<file path="src/rtl/alarm_controller.sv">
// alarm_controller
// Alarm sequencer that sits downstream of count_time. It compares the live
// hours/minutes against the switch-set alarm time and runs an
// IDLE / ARMED / RINGING / SNOOZE state machine. It drives the 16 board LEDs:
// the MSB lights when armed, all LEDs flash while ringing, and LED0 is added
// while snoozing. Dismiss/snooze inputs are one-cycle debounced pulses.
// All outputs are registered and change on the same edge as the state.

module alarm_controller #(
    parameter int FLASH_DIV      = 12_500_000,
    parameter int RING_TIMEOUT_S = 60,
    parameter int SNOOZE_S       = 300
) (
    input  logic        master_clock,
    input  logic        reset,
    input  logic        alarm_enable,
    input  logic [4:0]  alarm_hours,
    input  logic [5:0]  alarm_mins,
    input  logic [5:0]  hours_value,
    input  logic [5:0]  mins_value,
    input  logic        sec_tick,
    input  logic        dismiss,
    input  logic        snooze,
    output logic [15:0] led,
    output logic        ringing,
    output logic        snoozing
);

    // Counter widths are just wide enough to hold each parameter value.
    localparam int FW = $clog2(FLASH_DIV + 1);
    localparam int RW = $clog2(RING_TIMEOUT_S + 1);
    localparam int SW = $clog2(SNOOZE_S + 1);

    localparam logic [FW-1:0] FLASH_ZERO = FW'(0);
    localparam logic [FW-1:0] FLASH_LAST = FW'(FLASH_DIV - 1);
    localparam logic [RW-1:0] RING_ZERO  = RW'(0);
    localparam logic [RW-1:0] RING_LAST  = RW'(RING_TIMEOUT_S - 1);
    localparam logic [SW-1:0] SNZ_ZERO   = SW'(0);
    localparam logic [SW-1:0] SNZ_ONE    = SW'(1);
    localparam logic [SW-1:0] SNZ_LOAD   = SW'(SNOOZE_S);

    // LED patterns for each state.
    localparam logic [15:0] LED_OFF    = 16'h0000;
    localparam logic [15:0] LED_ARMED  = 16'h8000;
    localparam logic [15:0] LED_ALL    = 16'hFFFF;
    localparam logic [15:0] LED_SNOOZE = 16'h8001;

    typedef enum logic [1:0] {
        ST_IDLE    = 2'd0,
        ST_ARMED   = 2'd1,
        ST_RINGING = 2'd2,
        ST_SNOOZE  = 2'd3
    } state_t;

    // An alarm time outside 00:00..23:59 can never match, even if the
    // time inputs happen to carry the same out-of-range value.
    function automatic logic alarm_match(
        input logic [4:0] ah,
        input logic [5:0] am,
        input logic [5:0] hv,
        input logic [5:0] mv
    );
        logic in_range;
        in_range = (ah <= 5'd23) && (am <= 6'd59);
        return in_range && (hv == {1'b0, ah}) && (mv == am);
    endfunction

    state_t          state_q,     state_d;
    logic [15:0]     led_q,       led_d;
    logic            ringing_q,   ringing_d;
    logic            snoozing_q,  snoozing_d;
    logic            match_q,     match_d;
    logic [FW-1:0]   flash_cnt_q, flash_cnt_d;
    logic [RW-1:0]   ring_cnt_q,  ring_cnt_d;
    logic [SW-1:0]   snz_cnt_q,   snz_cnt_d;

    logic            match_s;
    logic            trigger_s;

    // Rising edge of the time match: one trigger per alarm minute at most.
    always_comb begin
        match_s   = alarm_match(alarm_hours, alarm_mins, hours_value, mins_value);
        trigger_s = match_s && !match_q;
        match_d   = match_s;
    end

    // Next-state, counter and LED computation for the alarm sequencer.
    always_comb begin
        state_d     = state_q;
        led_d       = led_q;
        flash_cnt_d = flash_cnt_q;
        ring_cnt_d  = ring_cnt_q;
        snz_cnt_d   = snz_cnt_q;

        case (state_q)
            ST_IDLE: begin
                if (alarm_enable) begin
                    state_d = ST_ARMED;
                    led_d   = LED_ARMED;
                end else begin
                    led_d   = LED_OFF;
                end
            end

            ST_ARMED: begin
                if (!alarm_enable) begin
                    state_d = ST_IDLE;
                    led_d   = LED_OFF;
                end else if (trigger_s) begin
                    state_d     = ST_RINGING;
                    led_d       = LED_ALL;
                    ring_cnt_d  = RING_ZERO;
                    flash_cnt_d = FLASH_ZERO;
                end else begin
                    led_d   = LED_ARMED;
                end
            end

            ST_RINGING: begin
                if (!alarm_enable) begin
                    state_d = ST_IDLE;
                    led_d   = LED_OFF;
                end else if (dismiss) begin
                    state_d = ST_ARMED;
                    led_d   = LED_ARMED;
                end else if (snooze) begin
                    state_d   = ST_SNOOZE;
                    led_d     = LED_SNOOZE;
                    snz_cnt_d = SNZ_LOAD;
                end else if (sec_tick && (ring_cnt_q == RING_LAST)) begin
                    // Unanswered ring: go quiet but stay armed.
                    state_d = ST_ARMED;
                    led_d   = LED_ARMED;
                end else begin
                    // Keep ringing: flash the LEDs and count seconds.
                    if (flash_cnt_q == FLASH_LAST) begin
                        flash_cnt_d = FLASH_ZERO;
                        led_d       = ~led_q;
                    end else begin
                        flash_cnt_d = flash_cnt_q + 1'b1;
                    end
                    if (sec_tick) begin
                        ring_cnt_d = ring_cnt_q + 1'b1;
                    end else begin
                        ring_cnt_d = ring_cnt_q;
                    end
                end
            end

            ST_SNOOZE: begin
                if (!alarm_enable) begin
                    state_d = ST_IDLE;
                    led_d   = LED_OFF;
                end else if (dismiss) begin
                    state_d = ST_ARMED;
                    led_d   = LED_ARMED;
                end else if (sec_tick && (snz_cnt_q == SNZ_ONE)) begin
                    // Snooze period over: ring again from the start.
                    state_d     = ST_RINGING;
                    led_d       = LED_ALL;
                    ring_cnt_d  = RING_ZERO;
                    flash_cnt_d = FLASH_ZERO;
                    snz_cnt_d   = SNZ_ZERO;
                end else if (sec_tick && (snz_cnt_q != SNZ_ZERO)) begin
                    snz_cnt_d = snz_cnt_q - 1'b1;
                    led_d     = LED_SNOOZE;
                end else begin
                    led_d     = LED_SNOOZE;
                end
            end

            default: begin
                state_d = ST_IDLE;
                led_d   = LED_OFF;
            end
        endcase
    end

    // Status flags registered alongside the state so they change on the same edge.
    always_comb begin
        ringing_d  = (state_d == ST_RINGING);
        snoozing_d = (state_d == ST_SNOOZE);
    end

    // State, counter and output registers with synchronous reset.
    always_ff @(posedge master_clock) begin
        if (reset) begin
            state_q     <= ST_IDLE;
            led_q       <= LED_OFF;
            ringing_q   <= 1'b0;
            snoozing_q  <= 1'b0;
            match_q     <= 1'b1;
            flash_cnt_q <= FLASH_ZERO;
            ring_cnt_q  <= RING_ZERO;
            snz_cnt_q   <= SNZ_ZERO;
        end else begin
            state_q     <= state_d;
            led_q       <= led_d;
            ringing_q   <= ringing_d;
            snoozing_q  <= snoozing_d;
            match_q     <= match_d;
            flash_cnt_q <= flash_cnt_d;
            ring_cnt_q  <= ring_cnt_d;
            snz_cnt_q   <= snz_cnt_d;
        end
    end

    assign led      = led_q;
    assign ringing  = ringing_q;
    assign snoozing = snoozing_q;

endmodule

</file>
<file path="config.mk">
export PLATFORM = sky130hd
export DESIGN_NAME = alarm_controller
export DESIGN_NICKNAME = d
export VERILOG_FILES = /design/src/rtl/alarm_controller.sv
export SDC_FILE = /design/constraint.sdc
export NUM_CORES = 1
export LEC_CHECK = 0
export CELL_PAD_IN_SITES_DETAIL_PLACEMENT = 1
export CELL_PAD_IN_SITES_GLOBAL_PLACEMENT = 1
export CORE_AREA = 5 5 96 98
export CTS_BUF_LIST = sky130_fd_sc_hd__clkbuf_16
export CTS_CLUSTER_SIZE = 16
export DETAILED_ROUTE_END_ITERATION = 10
export DIE_AREA = 0 0 101 103
export GPL_ROUTABILITY_DRIVEN = 0
export GPL_TIMING_DRIVEN = 0
export PLACE_DENSITY_LB_ADDON = 0.1
export SLEW_MARGIN = 5
export SYNTH_ARGS = -nofsm -noshare
export SYNTH_HDL_FRONTEND = slang
export SYNTH_SLANG_ARGS = --single-unit
</file>
<file path="constraint.sdc">
create_clock -name master_clock -period 2.4 [get_ports master_clock]
set_input_delay 0.48 -clock master_clock [delete_from_list [all_inputs] [get_ports master_clock]]
set_output_delay 0.48 -clock master_clock [all_outputs]
set_load 0.02 [all_outputs]
</file>
Word-level counts from Yosys, hierarchy flattened

Index checks and enable logic that the tools add are counted.

Flip-flop bits (word level): 60
Bits of input ports: 29
Output and inout bits: 18
Word-level logic and storage cells: 105

$add $sub $neg: 3
$lt $le $gt $ge: 2
Equal/unequal tests: 23
Multiplexer cells: 53
Bitwise logic cells: 1
Reduce and logical (&&, ||, !) cells: 15

Operators with widths:

| operator                                                              | count |
|---|---|
| 24-bit two-way mux                                                    | 10 |
| 16-bit two-way mux                                                    | 8 |
| 24-bit case mux with 3 select lines                                   | 1 |
| 16-bit case mux with 4 select lines                                   | 1 |
| 9-bit two-way mux                                                     | 7 |
| 6-bit two-way mux                                                     | 10 |
| 15-bit two-way mux                                                    | 3 |
| 24-bit by 1-bit adder with 24-bit output, second input constant       | 1 |
| 24-bit equality test, second input constant                           | 1 |
| 2-bit inequality test, second input constant                          | 11 |
| 2-bit two-way mux                                                     | 10 |
| 6-bit case mux with 3 select lines                                    | 1 |
| 9-bit case mux with 2 select lines                                    | 1 |
| 16-bit NOT                                                            | 1 |
| 11-bit AND reduction                                                  | 1 |
| 10-bit AND reduction                                                  | 1 |
| 9-bit by 1-bit equality test with 1-bit output, second input constant | 1 |
| 9-bit nonzero test                                                    | 1 |
| 9-bit by 1-bit subtractor with 9-bit output, second input constant    | 1 |
| 2-bit equality test, second input constant                            | 4 |
| 2-bit case mux with 4 select lines                                    | 1 |
| 1-bit logical AND                                                     | 7 |
| 7-bit AND reduction                                                   | 1 |
| 6-bit by 1-bit adder with 6-bit output, second input constant         | 1 |
| other kinds (12)                                                      | 12 |

Longest topological paths before layout

Depth after elaboration: 9
Gate-level depth with buffers: 9
Mapped depth without buffers: 8

Worst setup path before layout

OpenSTA, ideal clock, no wires.

Path kind: input to register
From: input port alarm_hours[4]
To: register ring_cnt_q[2]
Library setup time: 132 ps
Arrival time: 2,096 ps
Required time: 2,268 ps
Slack: 172 ps
Cell stages on the path: 7
Buffers on the path: 1
Cells stage by stage: nand2b_1 -> a2111oi_0 -> nand4_1 -> o31a_4 -> buf_8 -> o21ai_1 -> a21oi_1

Cells in the longest elaborated chain, start to end: 7
Elaborated cells on any way between the ends: 8
Classes of those cells: order compare (1); eq/ne (2); reduce/logical (5)

RTL lines:

| item                                       | line | RTL |
|---|---|---|
| start: declaration                         | 17   | `input logic [4:0] alarm_hours,` |
| 5-bit less-or-equal comparator             | 64   | `in_range = (ah <= 5'd23) && (am <= 6'd59);` |
| 1-bit logical AND                          | 64   |  |
| 1-bit logical AND (*) (2 in a row)         | 65   | `return in_range && (hv == {1'b0, ah}) && (mv == am);` |
| 1-bit logical AND (*)                      | 83   | `trigger_s = match_s && !match_q;` |
| 2-bit inequality test (no source line) (*) | -    |  |
| 11-bit AND reduction (no source line) (*)  | -    |  |
| end signal: assignment                     | 203  | `ring_cnt_q <= ring_cnt_d;` |
| end: declaration                           | 74   | `logic [RW-1:0] ring_cnt_q, ring_cnt_d;` |

Mark *: on every way between the ends. The rest lies on a longest branch, timed or not.
A chain may end at the register's enable or synchronous reset.

Worst setup path after layout

From: input port alarm_hours[3]
To: register flash_cnt_q[2]

Cells in the longest elaborated chain, start to end: 7
Elaborated cells on any way between the ends: 8
Classes of those cells: order compare (1); eq/ne (2); reduce/logical (5)

RTL lines:

| item                                       | line | RTL |
|---|---|---|
| 5-bit less-or-equal comparator             | 64   |  |
| 1-bit logical AND                          | 64   |  |
| 1-bit logical AND (*) (2 in a row)         | 65   |  |
| 1-bit logical AND (*)                      | 83   |  |
| 2-bit inequality test (no source line) (*) | -    |  |
| 10-bit AND reduction (no source line) (*)  | -    |  |
| end signal: assignment                     | 202  | `flash_cnt_q <= flash_cnt_d;` |
| end: declaration                           | 73   | `logic [FW-1:0] flash_cnt_q, flash_cnt_d;` |

Marked as above.

==> impl_results.md <==
- Leak: approximately 1.6 nW
- Tmin final: 2.302 ns
- Critical path buffers and inverters: 4
- Drt pass-1 iters: 4
- Type of the worst min-delay path: reg2reg
- Total core area: ~0.0084 mm^2
- Top Ports: 47
- Crit. End Element: register
- Clock power frac: between 50% and 60%
- CTS sink count: 60
- Critical path arrival: between 2 and 3 ns
- Synth area leader: dfxtp_1
- Grt total ovfl: 0
- CP max stage delay: 0.54 ns
- Largest net degree at the start of global routing: 12
- Crit-path max FO: 5
- CP endpoint: flash_cnt_q[2]
- Via Count: between 3000 and 4000
- Post-synthesis async set-or-reset flop share: 0%
- Setup Skew: between 0.004 and 0.005 ns
- Sw frac: a little over a fifth
- Final Hold Fails: 0
- Slew Limit Fails: 0
- Worst path cell trace: clkdlybuf4s50_1 > inv_1 > a2111oi_4 > nand4_1 > buf_4 > o31ai_4 > buf_4 > o211a_1 > nor3_1
- Reg2reg start: snz_cnt_q[5]
- Met2 Usage GRT: 33.52%
- Outcome: finished, final reports clean
- Slew margin rel.: 58.97%
- Worst R2R Setup Slack: approximately 0.12 ns
- Worst Hold Slack: between 0.4 and 0.5 ns
- Vias/cell: approximately 5.6
- Critical path class: in2reg
- Worst r2r path cells: 7
- Number of fillers in the final layout: 984
- Initial Utilization: 38.50%
- Number of remaining DRC errors: 0
- P&R area growth vs syn: 36.37%
- Seq/Total Area, Yosys: between 30% and 40%
- First-pass GRT wire length: 15860 um
- Initial antenna violation count: 0
- Drt total wl: between 9000 and 10000 um
- Internal: just under 0.002 W
- Max Cap Viol: 0
- Worst R2R End: ring_cnt_q[1]
- TritonCTS Buffers: 9
- CTS Buffer Depth: 2
- Area of the multi-input gates: between 0.002 and 0.0025 mm^2
- FF/Latch Area: approximately 0.0012 mm^2
- Die height: 103 um
- RSZ-0062 raised after global routing: no
- Setup_tns: 0 ns
- Most used cell, CP: buf_4
- Main synth FF type: dfxtp_1
- GRT met1 Usage: 23.33%
- Vias in the first global route: about 3300
- Starting DRC count in detailed routing: between 100 and 150
- GRT met3 Usage: under 10%
- EDFF count, synth: 0
- Clk root buf: clkbuf_16
- Final setup violation count: 0
- Largest delay contributor family on the critical path: buffers and inverters
- Post-synth net total: between 400 and 500
- H-tree depth: 3
- GRT Max-Usage Layer: met2
- Dpl hpwl: 6677 um
- VDD IR max: 410.7 uV
- Worst-path clk slew: roughly 0.050 ns
- Layout net count: 491
- Synth top area cells: dfxtp_1 37%, xnor2_1 4.9%, a21oi_1 4.8%
- WP depth: 9
- Syn Inst Count: between 300 and 400
- N_diodes: 0
- All-Layer GR Usage: a little under a fifth
- Skew-Pair Late Insertion Delay: 0.33 ns
- Setup crit start: alarm_hours[3]
- Post-Syn Area: approximately 0.0032 mm^2
- CP max-delay cell: clkdlybuf4s50_1
- YS warnings: 0
- Pwr dens: roughly 570 mW/mm^2
- Yosys reg bits: 60
- Max frequency: between 400 and 500 MHz
- Die W: 101 um
- Share of the synthesized area in the top cell type: between 30 and 40%
- Reg power frac: 39.8%
- FP Rows: 34
- Syn avg cell area: 8.274 um^2
- Worst Path Required: around 2.6 ns
- Final critical-path share of the clock period: a little over nine tenths
- Fraction of layout cells with a size suffix above 1: 14.29%
- Die area: 0.01040 mm^2
- Combinational Power Share: ~5.1%
- Worst-Margin Slew: between 0.6 and 0.7 ns
- Synth unique cells: 62
- Wire length per cell: about 17 um
- Sw Pwr: 0.0005437 W
- CP startpoint kind: input port
- Final ANT Viol Nets: 0
- Number of port buffers: between 40 and 50
- CTS tree: done
[final cells by class]
| type | count | area share, % |
|---|---|---|
| multi-input cells | 305 | 46.32 |
| repair buffers | 57 | 12.88 |
| well taps | 108 | 3.071 |
| flip-flops and latches | 60 | 27.32 |
| clock inverters | 7 | 2.076 |
| plain buffers | 15 | 2.445 |
| clock buffers | 9 | 5.118 |
| inverters | 9 | 0.7677 |
[cell usage after synthesis, drive strengths merged (5+ instances only)]
master and number:
nand2 34, inv 9, or4 6, xnor2 18
xor2 9, nand4 7, clkbuf 10, a31oi 12
ha 5, a211oi 7, nand3 19, o21ai 36
nor2 29, a21oi 32, dfxtp 60, nor3 14
buf 5, nand2b 8, and3 5, or3 10
[worst min-delay path, delay by kind of cell, from the launching register on]
| family | cells | cell delay (ns) |
|---|---|---|
| flip-flops | 1 | 0.34 |
| AND/OR/NAND/NOR | 1 | 0.05 |
| AO/OA/AOI/OAI | 1 | 0.05 |
[per-layer routing]
metal / wire length (um) / up-vias
met5: 0 / -
met2: 4866 / 47
li1: - / 1567
met1: 4389 / 1551
met4: 91 / 0
met3: 346 / 9
[cell usage in the layout (no fill, tap or decap), drive strengths merged, types with 2 or more instances in the layout]
cell / instances
dfxtp: 60
clkdlybuf4s50: 41
o21ai: 36
nand2: 34
a21oi: 32
nor2: 29
nand3: 19
xnor2: 18
clkbuf: 18
buf: 17
nor3: 14
a31oi: 12
or3: 10
inv: 9
xor2: 9
nand2b: 8
nand4: 7
a211oi: 7
or4: 6
ha: 5
and3: 5
clkinv: 5
nor2b: 4
and2: 4
nor3b: 4
nand4b: 4
dlymetal6s2s: 4
nor4: 4
o31ai: 4
o211a: 3
a311oi: 3
a2111oi: 3
a21o: 2
and4: 2
nor4b: 2
o211ai: 2
nand3b: 2
bufinv: 2
and2b: 2
[cells by family (layout without fill, tap and decap cells)]
logic type / count (synthesis) / count (layout) / synth area share, %
DFF: 60 / 60 / 37.22
and+or+nand+nor: 162 / 162 / 27.34
adders and majority gates: 5 / 5 / 1.939
xor gates and xnor gates: 27 / 27 / 7.329
muxes: 1 / 1 / 0.3102
buffers and inverters: 25 / 97 / 4.226
AOI/OAI and AO/OA: 110 / 110 / 21.64
[metrics by stage]
step | worst slack (ns) | power, W | std cells | utilization (%) | cell area, um^2
final | 0.09767 | 0.002515 | 570 | 52.51 | 4400
after global routing | 0.001316 | 0.002598 | 570 | 52.51 | 4400
after CTS | -0.001012 | 0.002523 | 567 | 50.93 | 4268
after detailed placement | -0.7414 | 0.001136 | 543 | 45.49 | 3812
after global placement | -0.6328 | 0.001133 | 543 | 45.49 | 3812
after floorplan | 0.1718 | 0.001068 | 390 | - | 3227
[power groups by stage]
stage	registers, W	logic [W]	clock network [W]
after floorplan	0.00102	0.0000441	0
after global placement	0.00102	0.000110	0
after detailed placement	0.00102	0.000112	0
after CTS	0.00100	0.000117	0.00140
after global routing	0.00100	0.000140	0.00146
final	0.00100	0.000129	0.00138
[sequential cells by signal, indices dropped and copies added (netlist names)]
signal and count:
flash_cnt_q 24, led 16, match_q 1, ring_cnt_q 6, ringing 1, snoozing 1
snz_cnt_q 9, state_q 2
[what timing repair did]
item | 4_1_cts | 5_1_grt
gates cloned | 0 | 0
resized for setup | 15 | 24
setup buffers | 9 | 3
setup endpoints to repair | 44 | 41
pin swaps | 5 | 10
hold buffers | 0 | 0
[how the worst min path moves through the flow]
stage / startpoint / to / depth (start not counted)
after floorplan: snz_cnt_q[8] / snz_cnt_q[8] / 2
after global placement: snz_cnt_q[8] / snz_cnt_q[8] / 2
after detailed placement: snz_cnt_q[8] / snz_cnt_q[8] / 2
after CTS: sec_tick / ring_cnt_q[1] / 3
after global routing: snz_cnt_q[5] / snz_cnt_q[5] / 2
final: snz_cnt_q[5] / snz_cnt_q[5] / 2
Power figures use the tool's default switching activity.
